`src/rtl/mem_stage_if.sv`:
```
// ============================================================================
// Module      : mem_stage_if
// Description : EX/MEM slot contents and data-memory return bus feeding the
//               memory stage.
// Revision    : 1.0
// ============================================================================
`default_nettype none

interface mem_stage_if;
  logic        mem_valid;
  logic [29:0] mem_pcp1;
  logic [4:0]  mem_rw;
  logic [31:0] mem_exout;
  logic        mem_regwrite;
  logic        mem_memtoreg;
  logic        mem_isbyte;
  logic        mem_ishalf;
  logic        mem_signed;
  logic [31:0] dm_word;
  logic        dm_ready;

  modport master (
    output mem_valid, mem_pcp1, mem_rw, mem_exout, mem_regwrite, mem_memtoreg,
           mem_isbyte, mem_ishalf, mem_signed, dm_word, dm_ready
  );

  modport slave (
    input  mem_valid, mem_pcp1, mem_rw, mem_exout, mem_regwrite, mem_memtoreg,
           mem_isbyte, mem_ishalf, mem_signed, dm_word, dm_ready
  );
endinterface

`default_nettype wire

```
`src/rtl/mem_stage.sv`:
```
// ============================================================================
// Module      : mem_stage
// Description : Pipeline memory stage: load alignment, ready-wait FSM with
//               timeout, MEM-resolved branch correction, MEM/WB register.
// Revision    : 1.0
// ============================================================================
`default_nettype none

module mem_stage #(
  parameter int TIMEOUT = 15
) (
  input  wire logic        clk,
  input  wire logic        rst,
  mem_stage_if.slave       ex,
  input  wire logic [2:0]  br_type,
  input  wire logic        br_at_mem,
  input  wire logic        br_predict,
  input  wire logic        br_taken,
  input  wire logic [31:0] br_bpc,
  input  wire logic [31:0] br_nojpc,
  input  wire logic        mem_flush,
  output logic             stall_req,
  output logic             bus_err,
  output logic             correct_at_mem,
  output logic [31:0]      correct_pc,
  output logic [37:0]      mem_back,
  output logic             wb_regwrite,
  output logic [4:0]       wb_rw,
  output logic [31:0]      wb_data,
  output logic [29:0]      wb_pcp1
);

  localparam logic [7:0] TMO = 8'(TIMEOUT);

  typedef enum logic [1:0] {
    S_IDLE = 2'd0,
    S_WAIT = 2'd1,
    S_ERR  = 2'd2
  } state_t;

  state_t      state, state_nxt;
  logic [7:0]  cnt, cnt_nxt;
  logic        abort;
  logic [1:0]  off;
  logic [7:0]  byte_sel;
  logic [15:0] half_sel;
  logic [31:0] extracted;
  logic [31:0] value;

  assign off      = ex.mem_exout[1:0];
  assign half_sel = off[1] ? ex.dm_word[31:16] : ex.dm_word[15:0];

  always_comb begin
    byte_sel = ex.dm_word[7:0];
    case (off)
      2'd1:    byte_sel = ex.dm_word[15:8];
      2'd2:    byte_sel = ex.dm_word[23:16];
      2'd3:    byte_sel = ex.dm_word[31:24];
      default: byte_sel = ex.dm_word[7:0];
    endcase
  end

  always_comb begin
    extracted = ex.dm_word;
    if (ex.mem_isbyte)
      extracted = {{24{ex.mem_signed & byte_sel[7]}}, byte_sel};
    else if (ex.mem_ishalf)
      extracted = {{16{ex.mem_signed & half_sel[15]}}, half_sel};
  end

  assign value    = ex.mem_memtoreg ? extracted : ex.mem_exout;
  assign mem_back = {ex.mem_valid & ex.mem_regwrite & ~stall_req, ex.mem_rw, value};

  assign correct_at_mem = ex.mem_valid & br_at_mem & (br_type != 3'd0) &
                          (br_predict != br_taken);
  assign correct_pc     = br_taken ? br_bpc : br_nojpc;

  // abort marks the cycle the waiting load is abandoned; its write is squashed
  always_comb begin
    state_nxt = state;
    cnt_nxt   = cnt;
    stall_req = 1'b0;
    abort     = 1'b0;
    case (state)
      S_IDLE: begin
        if (ex.mem_valid & ex.mem_memtoreg & ~ex.dm_ready) begin
          stall_req = 1'b1;
          state_nxt = S_WAIT;
          cnt_nxt   = 8'd1;
        end
      end
      S_WAIT: begin
        stall_req = ~ex.dm_ready & (cnt < TMO);
        if (ex.dm_ready) begin
          state_nxt = S_IDLE;
          cnt_nxt   = 8'd0;
        end else if (cnt >= TMO) begin
          state_nxt = S_ERR;
          cnt_nxt   = 8'd0;
          abort     = 1'b1;
        end else begin
          cnt_nxt = cnt + 8'd1;
        end
      end
      S_ERR: begin
        state_nxt = S_IDLE;
        cnt_nxt   = 8'd0;
      end
      default: begin
        state_nxt = S_IDLE;
        cnt_nxt   = 8'd0;
      end
    endcase
  end

  always_ff @(posedge clk or negedge rst) begin
    if (!rst) begin
      state       <= S_IDLE;
      cnt         <= 8'd0;
      bus_err     <= 1'b0;
      wb_regwrite <= 1'b0;
      wb_rw       <= 5'd0;
      wb_data     <= 32'd0;
      wb_pcp1     <= 30'd0;
    end else if (mem_flush) begin
      state       <= S_IDLE;
      cnt         <= 8'd0;
      bus_err     <= 1'b0;
      wb_regwrite <= 1'b0;
    end else begin
      state   <= state_nxt;
      cnt     <= cnt_nxt;
      bus_err <= abort;
      if (stall_req) begin
        wb_regwrite <= 1'b0;
      end else if (abort || state == S_ERR) begin
        wb_regwrite <= 1'b0;
        wb_rw       <= ex.mem_rw;
        wb_data     <= 32'd0;
        wb_pcp1     <= ex.mem_pcp1;
      end else begin
        wb_regwrite <= ex.mem_valid & ex.mem_regwrite;
        wb_rw       <= ex.mem_rw;
        wb_data     <= value;
        wb_pcp1     <= ex.mem_pcp1;
      end
    end
  end

endmodule

`default_nettype wire

```
`src/flat_wrapper.sv`:
```
// flat-port wrapper written by rule: the top's interface ports become plain ports
module mem_stage_flat 
#(
  parameter int TIMEOUT = 15
)
  (clk, rst, br_type, br_at_mem, br_predict, br_taken, br_bpc, br_nojpc, mem_flush, stall_req, bus_err, correct_at_mem, correct_pc, mem_back, wb_regwrite, wb_rw, wb_data, wb_pcp1, ex_mem_valid, ex_mem_pcp1, ex_mem_rw, ex_mem_exout, ex_mem_regwrite, ex_mem_memtoreg, ex_mem_isbyte, ex_mem_ishalf, ex_mem_signed, ex_dm_word, ex_dm_ready);
  mem_stage_if ex_i ();
  input  wire logic clk;
  input  wire logic rst;
  input  wire logic [2:0] br_type;
  input  wire logic br_at_mem;
  input  wire logic br_predict;
  input  wire logic br_taken;
  input  wire logic [31:0] br_bpc;
  input  wire logic [31:0] br_nojpc;
  input  wire logic mem_flush;
  output logic stall_req;
  output logic bus_err;
  output logic correct_at_mem;
  output logic [31:0] correct_pc;
  output logic [37:0] mem_back;
  output logic wb_regwrite;
  output logic [4:0] wb_rw;
  output logic [31:0] wb_data;
  output logic [29:0] wb_pcp1;
  input wire logic [$bits(ex_i.mem_valid)-1:0] ex_mem_valid;
  input wire logic [$bits(ex_i.mem_pcp1)-1:0] ex_mem_pcp1;
  input wire logic [$bits(ex_i.mem_rw)-1:0] ex_mem_rw;
  input wire logic [$bits(ex_i.mem_exout)-1:0] ex_mem_exout;
  input wire logic [$bits(ex_i.mem_regwrite)-1:0] ex_mem_regwrite;
  input wire logic [$bits(ex_i.mem_memtoreg)-1:0] ex_mem_memtoreg;
  input wire logic [$bits(ex_i.mem_isbyte)-1:0] ex_mem_isbyte;
  input wire logic [$bits(ex_i.mem_ishalf)-1:0] ex_mem_ishalf;
  input wire logic [$bits(ex_i.mem_signed)-1:0] ex_mem_signed;
  input wire logic [$bits(ex_i.dm_word)-1:0] ex_dm_word;
  input wire logic [$bits(ex_i.dm_ready)-1:0] ex_dm_ready;
  assign ex_i.mem_valid = ex_mem_valid;
  assign ex_i.mem_pcp1 = ex_mem_pcp1;
  assign ex_i.mem_rw = ex_mem_rw;
  assign ex_i.mem_exout = ex_mem_exout;
  assign ex_i.mem_regwrite = ex_mem_regwrite;
  assign ex_i.mem_memtoreg = ex_mem_memtoreg;
  assign ex_i.mem_isbyte = ex_mem_isbyte;
  assign ex_i.mem_ishalf = ex_mem_ishalf;
  assign ex_i.mem_signed = ex_mem_signed;
  assign ex_i.dm_word = ex_dm_word;
  assign ex_i.dm_ready = ex_dm_ready;
  mem_stage #(.TIMEOUT(TIMEOUT)) u_core (.clk(clk), .rst(rst), .ex(ex_i), .br_type(br_type), .br_at_mem(br_at_mem), .br_predict(br_predict), .br_taken(br_taken), .br_bpc(br_bpc), .br_nojpc(br_nojpc), .mem_flush(mem_flush), .stall_req(stall_req), .bus_err(bus_err), .correct_at_mem(correct_at_mem), .correct_pc(correct_pc), .mem_back(mem_back), .wb_regwrite(wb_regwrite), .wb_rw(wb_rw), .wb_data(wb_data), .wb_pcp1(wb_pcp1));
endmodule
```
`config.mk`:
```
export PLATFORM = sky130hd
export DESIGN_NAME = mem_stage_flat
export DESIGN_NICKNAME = d
export VERILOG_FILES = /design/src/rtl/mem_stage_if.sv /design/src/rtl/mem_stage.sv /design/src/flat_wrapper.sv
export SDC_FILE = /design/constraint.sdc
export NUM_CORES = 1
export LEC_CHECK = 0
export ABC_AREA = 1
export BUFFER_PORTS_ARGS = -buffer_cell sky130_fd_sc_hd__clkbuf_2
export CORE_AREA = 2 2 126 128
export DETAILED_ROUTE_END_ITERATION = 8
export DIE_AREA = 0 0 128 130
export GPL_ROUTABILITY_DRIVEN = 0
export SETUP_SLACK_MARGIN = 0.15
export SLEW_MARGIN = 20
export SYNTH_ARGS = -nofsm -noshare
export SYNTH_HDL_FRONTEND = slang
export SYNTH_SLANG_ARGS = --single-unit
```
`constraint.sdc`:
```
create_clock -name clk -period 4.7 [get_ports clk]
set_input_delay 0.47 -clock clk [delete_from_list [all_inputs] [get_ports clk]]
set_output_delay 0.47 -clock clk [all_outputs]
set_load 0.02 [all_outputs]
```
Yosys cells after proc, flatten, opt, wreduce, memory -nomap -nowiden:

Index checks and enable logic that the tools add are counted.

* bits in registers: 79
* bits of input ports: 179
* output and inout port bits: 141
* logic and storage cells: 62

* $add $sub $neg: 1
* order comparisons: 2
* equal/unequal tests: 8
* muxes and demuxes: 26
* bitwise operators: 13
* reduce and logical (&&, ||, !) cells: 5

Operator list (number)
* 32-bit 2-to-1 mux: 5
* 8-bit 2-to-1 mux: 4
* 8-bit one-hot mux with 3 select lines: 1
* 16-bit 2-to-1 mux: 1
* 8-bit one-hot mux with 2 select lines: 1
* 1-bit AND: 10
* 8-bit by 1-bit adder with 8-bit output, second input constant: 1
* 8-bit by 4-bit >= comparator with 1-bit output, second input constant: 1
* 8-bit by 4-bit less-than comparator with 1-bit output, second input constant: 1
* 1-bit 2-to-1 mux: 8
* 2-bit 2-to-1 mux: 4
* 2-bit == test, second input constant: 3
* 2-bit by 1-bit == test with 1-bit output, second input constant: 2
* 4-bit by 3-bit inequality test with 1-bit output, second input constant: 1
* 2-bit one-hot mux with 2 select lines: 1
* 2-bit AND reduction: 2
* 3-bit by 2-bit inequality test with 1-bit output, second input constant: 1
* 1-bit NOT: 3
* 3-bit nonzero test: 1
* 2-bit logical NOT: 1
* 1-bit one-hot mux with 2 select lines: 1
* 1-bit logical OR: 1
* 1-bit inequality test: 1

Longest topological paths before layout:

* depth in word-level cells: 8
* depth in mapped cells: 11
* gate-level depth less buffers: 9

Least setup slack after synthesis:

OpenSTA, ideal clock, no wires.

* path type: input port to output port
* start point: input ex_mem_isbyte
* end point: output mem_back[21]
* data arrival time: 1.541 ns
* data required time: 4.230 ns
* setup slack: 2.689 ns
* cell stages on the path: 6
* buffers on the path: 2
* cells stage by stage: inv_1 -> buf_1 -> clkbuf_1 -> nand2_1 -> nand3_1 -> and2_1

* longest elaborated chain between the ends: 2

RTL lines
* start: declaration: RTL line flat_wrapper.sv:32 `input wire logic [$bits(ex_i.mem_isbyte)-1:0] ex_mem_isbyte;`
* 32-bit 2-to-1 mux: RTL line mem_stage.sv:65 `if (ex.mem_isbyte)`
* 32-bit 2-to-1 mux: RTL line mem_stage.sv:71 `assign value = ex.mem_memtoreg ? extracted : ex.mem_exout;`
* end: declaration: RTL line flat_wrapper.sv:21 `output logic [37:0] mem_back;`

No other way between the ends.

Worst setup path in the final report:

* start point: input ex_mem_exout[1]
* end point: output mem_back[2]

* longest elaborated chain between the ends: 4
* elaborated cells between the ends (all ways): 8
* those cells by class: 3 x eq/ne; 5 x mux

RTL lines
* start: declaration: RTL line flat_wrapper.sv:29 `input wire logic [$bits(ex_i.mem_exout)-1:0] ex_mem_exout;`
* 2-bit == test, or another cell as far along: RTL line mem_stage.sv:55 `case (off)`
* 8-bit one-hot mux with 3 select lines / 32-bit 2-to-1 mux (equally long branches): RTL line mem_stage.sv:55, mem_stage.sv:67
* 32-bit 2-to-1 mux *: RTL line mem_stage.sv:65
* 32-bit 2-to-1 mux *: RTL line mem_stage.sv:71

Every way passes the cells marked *; elsewhere a longest branch is shown, timed or not.

==> run summary <==
Slowest Stage Delay on Critical Path - 400 ps
synthesized area per cell - 6.44 um2
Arr. time, crit path - 2150 ps
Sw Pwr - 0.950 mW
startpoint types - input port
Static Leak - 4.26 nW
final setup violation count - 0
part of the power in registers - 35.6%
Antenna Nets Post-Route - 0
#FFs+latches synth - 79
final hold vios - 0
minimum clock period - 2620 ps
Die H - 130 um
cell row count - 46
Synth Net Count - 948
Fin Clk Skew - 7.07 ps
Post-Synthesis Cells - 768
Worst Path Buf+Inv - 3
simple-gate area share of the yosys netlist - 46.0%
post-DP HPWL - 13.4 mm
pre-CTS setup slack - 2050 ps
max_slew headroom - 41.2%
Max Cap Violations - 0
Iter 0 DRT Violations - 335
Crit path max-delay family - simple AND/OR/NAND/NOR gates
vias in the first global route - 5271
root buf cell - clkbuf_16
Internal - 1.53 mW
via count - 5749
Final period util - 55.7%
status - complete, no violations
cells along the critical path - clkbuf_2, nand2_2, inv_1, nand2_1, nand3_1, nand2_1, a21oi_1, nor2_1, clkbuf_2
initial antenna violation count - 0
nets - 1239
Synth Area in XOR/XNOR - 0.177%
compound-cell area share of the yosys netlist - 5.22%
post-CTS sizing - 0
Final Hold Slack - 40.7 ps
Sw Share - 38.4%
post-synth cell types - 26
clock network power share - 28.5%
Area after DPL - 6570 um2
Seq/Total Area, Yosys - 40.0%
combinational power share - 36.0%
Yosys warnings - 0
Worst EP required - 4230 ps
clock latency on the worst-skew pair - 340 ps
Clock Path Buffers - 2
fmax - 382 MHz
worst hold path type - input port to async pin
clock sink total - 79
RSZ-0062 raised after global routing - no
TritonCTS clock tree - built
Cell Area, Synth - 4940 um2
CTS Buf Count - 9
Core Region - 15400 um2
mux contribution to synthesized area - 0%
final instance area - 6870 um2
I/O pins - 320
port bufs - 319
Clock transition at path regs - 60 ps
most frequent cells in the layout - nand2_1 (403), clkbuf_2 (318), dfrtp_1 (79)
GRT Total Usage - 20.3%
Antenna Cells - 0
peak supply drop - 0.190 mV
fin. max-slew vios - 0
largest net degree at the start of global routing - 66
DRT Wirelength - 17.4 mm
Fin Setup TNS - 0 ps
final core occ - 44.5%
grt ovf - 0
Die ar. - 16600 um2
Synth Area in Adders - 0.253%
critical path capture point type - primary output
Vias/cell - 4.58
Non-Filler Instances - 1255
drt pass-1 iters - 4
final worst slack - 2080 ps
largest family of logic cells by synthesized area - simple AND/OR/NAND/NOR gates
Starting Density - 32.0%
crit-path max FO - 24
leading cell type in the layout, fill and taps excluded - nand2_1
Post-CTS Setup Bufs - 0
htree depth - 3
power per cell area - 360 nW/um2
worst slew pin tran - 881 ps
global-route wire length before repair - 26.4 mm
Total Power - 2.48 mW
crit path kind - input port to primary output
Avg WL per Cell - 13.9 um
DP Cell Count - 1240
Die X - 128 um
hold_buf cts - 0
DRC - 0
Layout area overhead - 39.0%
layout cell share with drive strength beyond 1 - 34.7%
Slowest cell on crit path - nand2_2
state kept, by name, indices dropped and copies added, names as in the netlist:
register / count
u_core.state: 2
u_core.wb_pcp1: 30
u_core.wb_regwrite: 1
u_core.cnt: 8
u_core.wb_data: 32
u_core.wb_rw: 5
u_core.bus_err: 1
cells in the mapped netlist (all sizes together):
master | instances | area [um2]
o21ai | 16 | 80.1
ha | 1 | 12.5
nand2 | 404 | 1520
xor2 | 1 | 8.76
dfrtp | 79 | 1980
and2 | 16 | 100
nor3 | 5 | 25.0
nand3 | 56 | 303
inv | 47 | 176
a22o | 1 | 8.76
or2 | 16 | 100
nor2 | 56 | 225
buf | 30 | 189
clkbuf | 13 | 48.8
a21oi | 26 | 160
o32ai | 1 | 8.76
logic make-up after synthesis:
kind of cell / count (synthesis)
AOI/OAI and AO/OA: 44
xor gates and xnor gates: 1
adders and majority gates: 1
buffers and inverters: 90
DFF: 79
and+or+nand+nor: 553
final cells by class:
cell class                 count  area, um2
clock inverter                 5       56.3
sequential                    79       1980
inverter                      47        176
multi-input combinational    599       2550
fill                        1685       8560
clock buffer                  10        239
timing repair buffer         323       1630
tap                          192        240
power groups by stage:
stage	registers (mW)	clock network, mW	logic [mW]
6_report	0.881	0.705	0.890
5_1_grt	0.897	0.753	0.980
4_1_cts	0.881	0.729	0.904
3_5_place_dp	0.892	0	0.902
3_3_place_gp	0.893	0	0.893
2_1_floorplan	1.05	0	0.384
metal layers:
layer	track usage, %	routed length [um]
met5	0	0
met4	9.31	536
met3	2.95	1140
met2	36.3	8630
met1	24.3	7110
worst paths after layout:
path                                                 from                        endpoint  slack (ps)  cells after the start
max                                       ex_mem_exout[1]                     mem_back[2]        2080                      9
min                                                   rst  u_core.wb_data[26]$_DFFE_PN0P_          40                      1
max reg2reg                     u_core.cnt[0]$_DFFE_PN0P_  u_core.wb_data[17]$_DFFE_PN0P_        2410                      9
min reg2reg                u_core.wb_pcp1[13]$_DFFE_PN0P_  u_core.wb_pcp1[13]$_DFFE_PN0P_         470                      2
max in group asynchronous                             rst   u_core.wb_pcp1[0]$_DFFE_PN0P_        3620                      2
min in group clk                          ex_mem_pcp1[15]  u_core.wb_pcp1[15]$_DFFE_PN0P_         320                      3
Power figures use the tool's default switching activity.
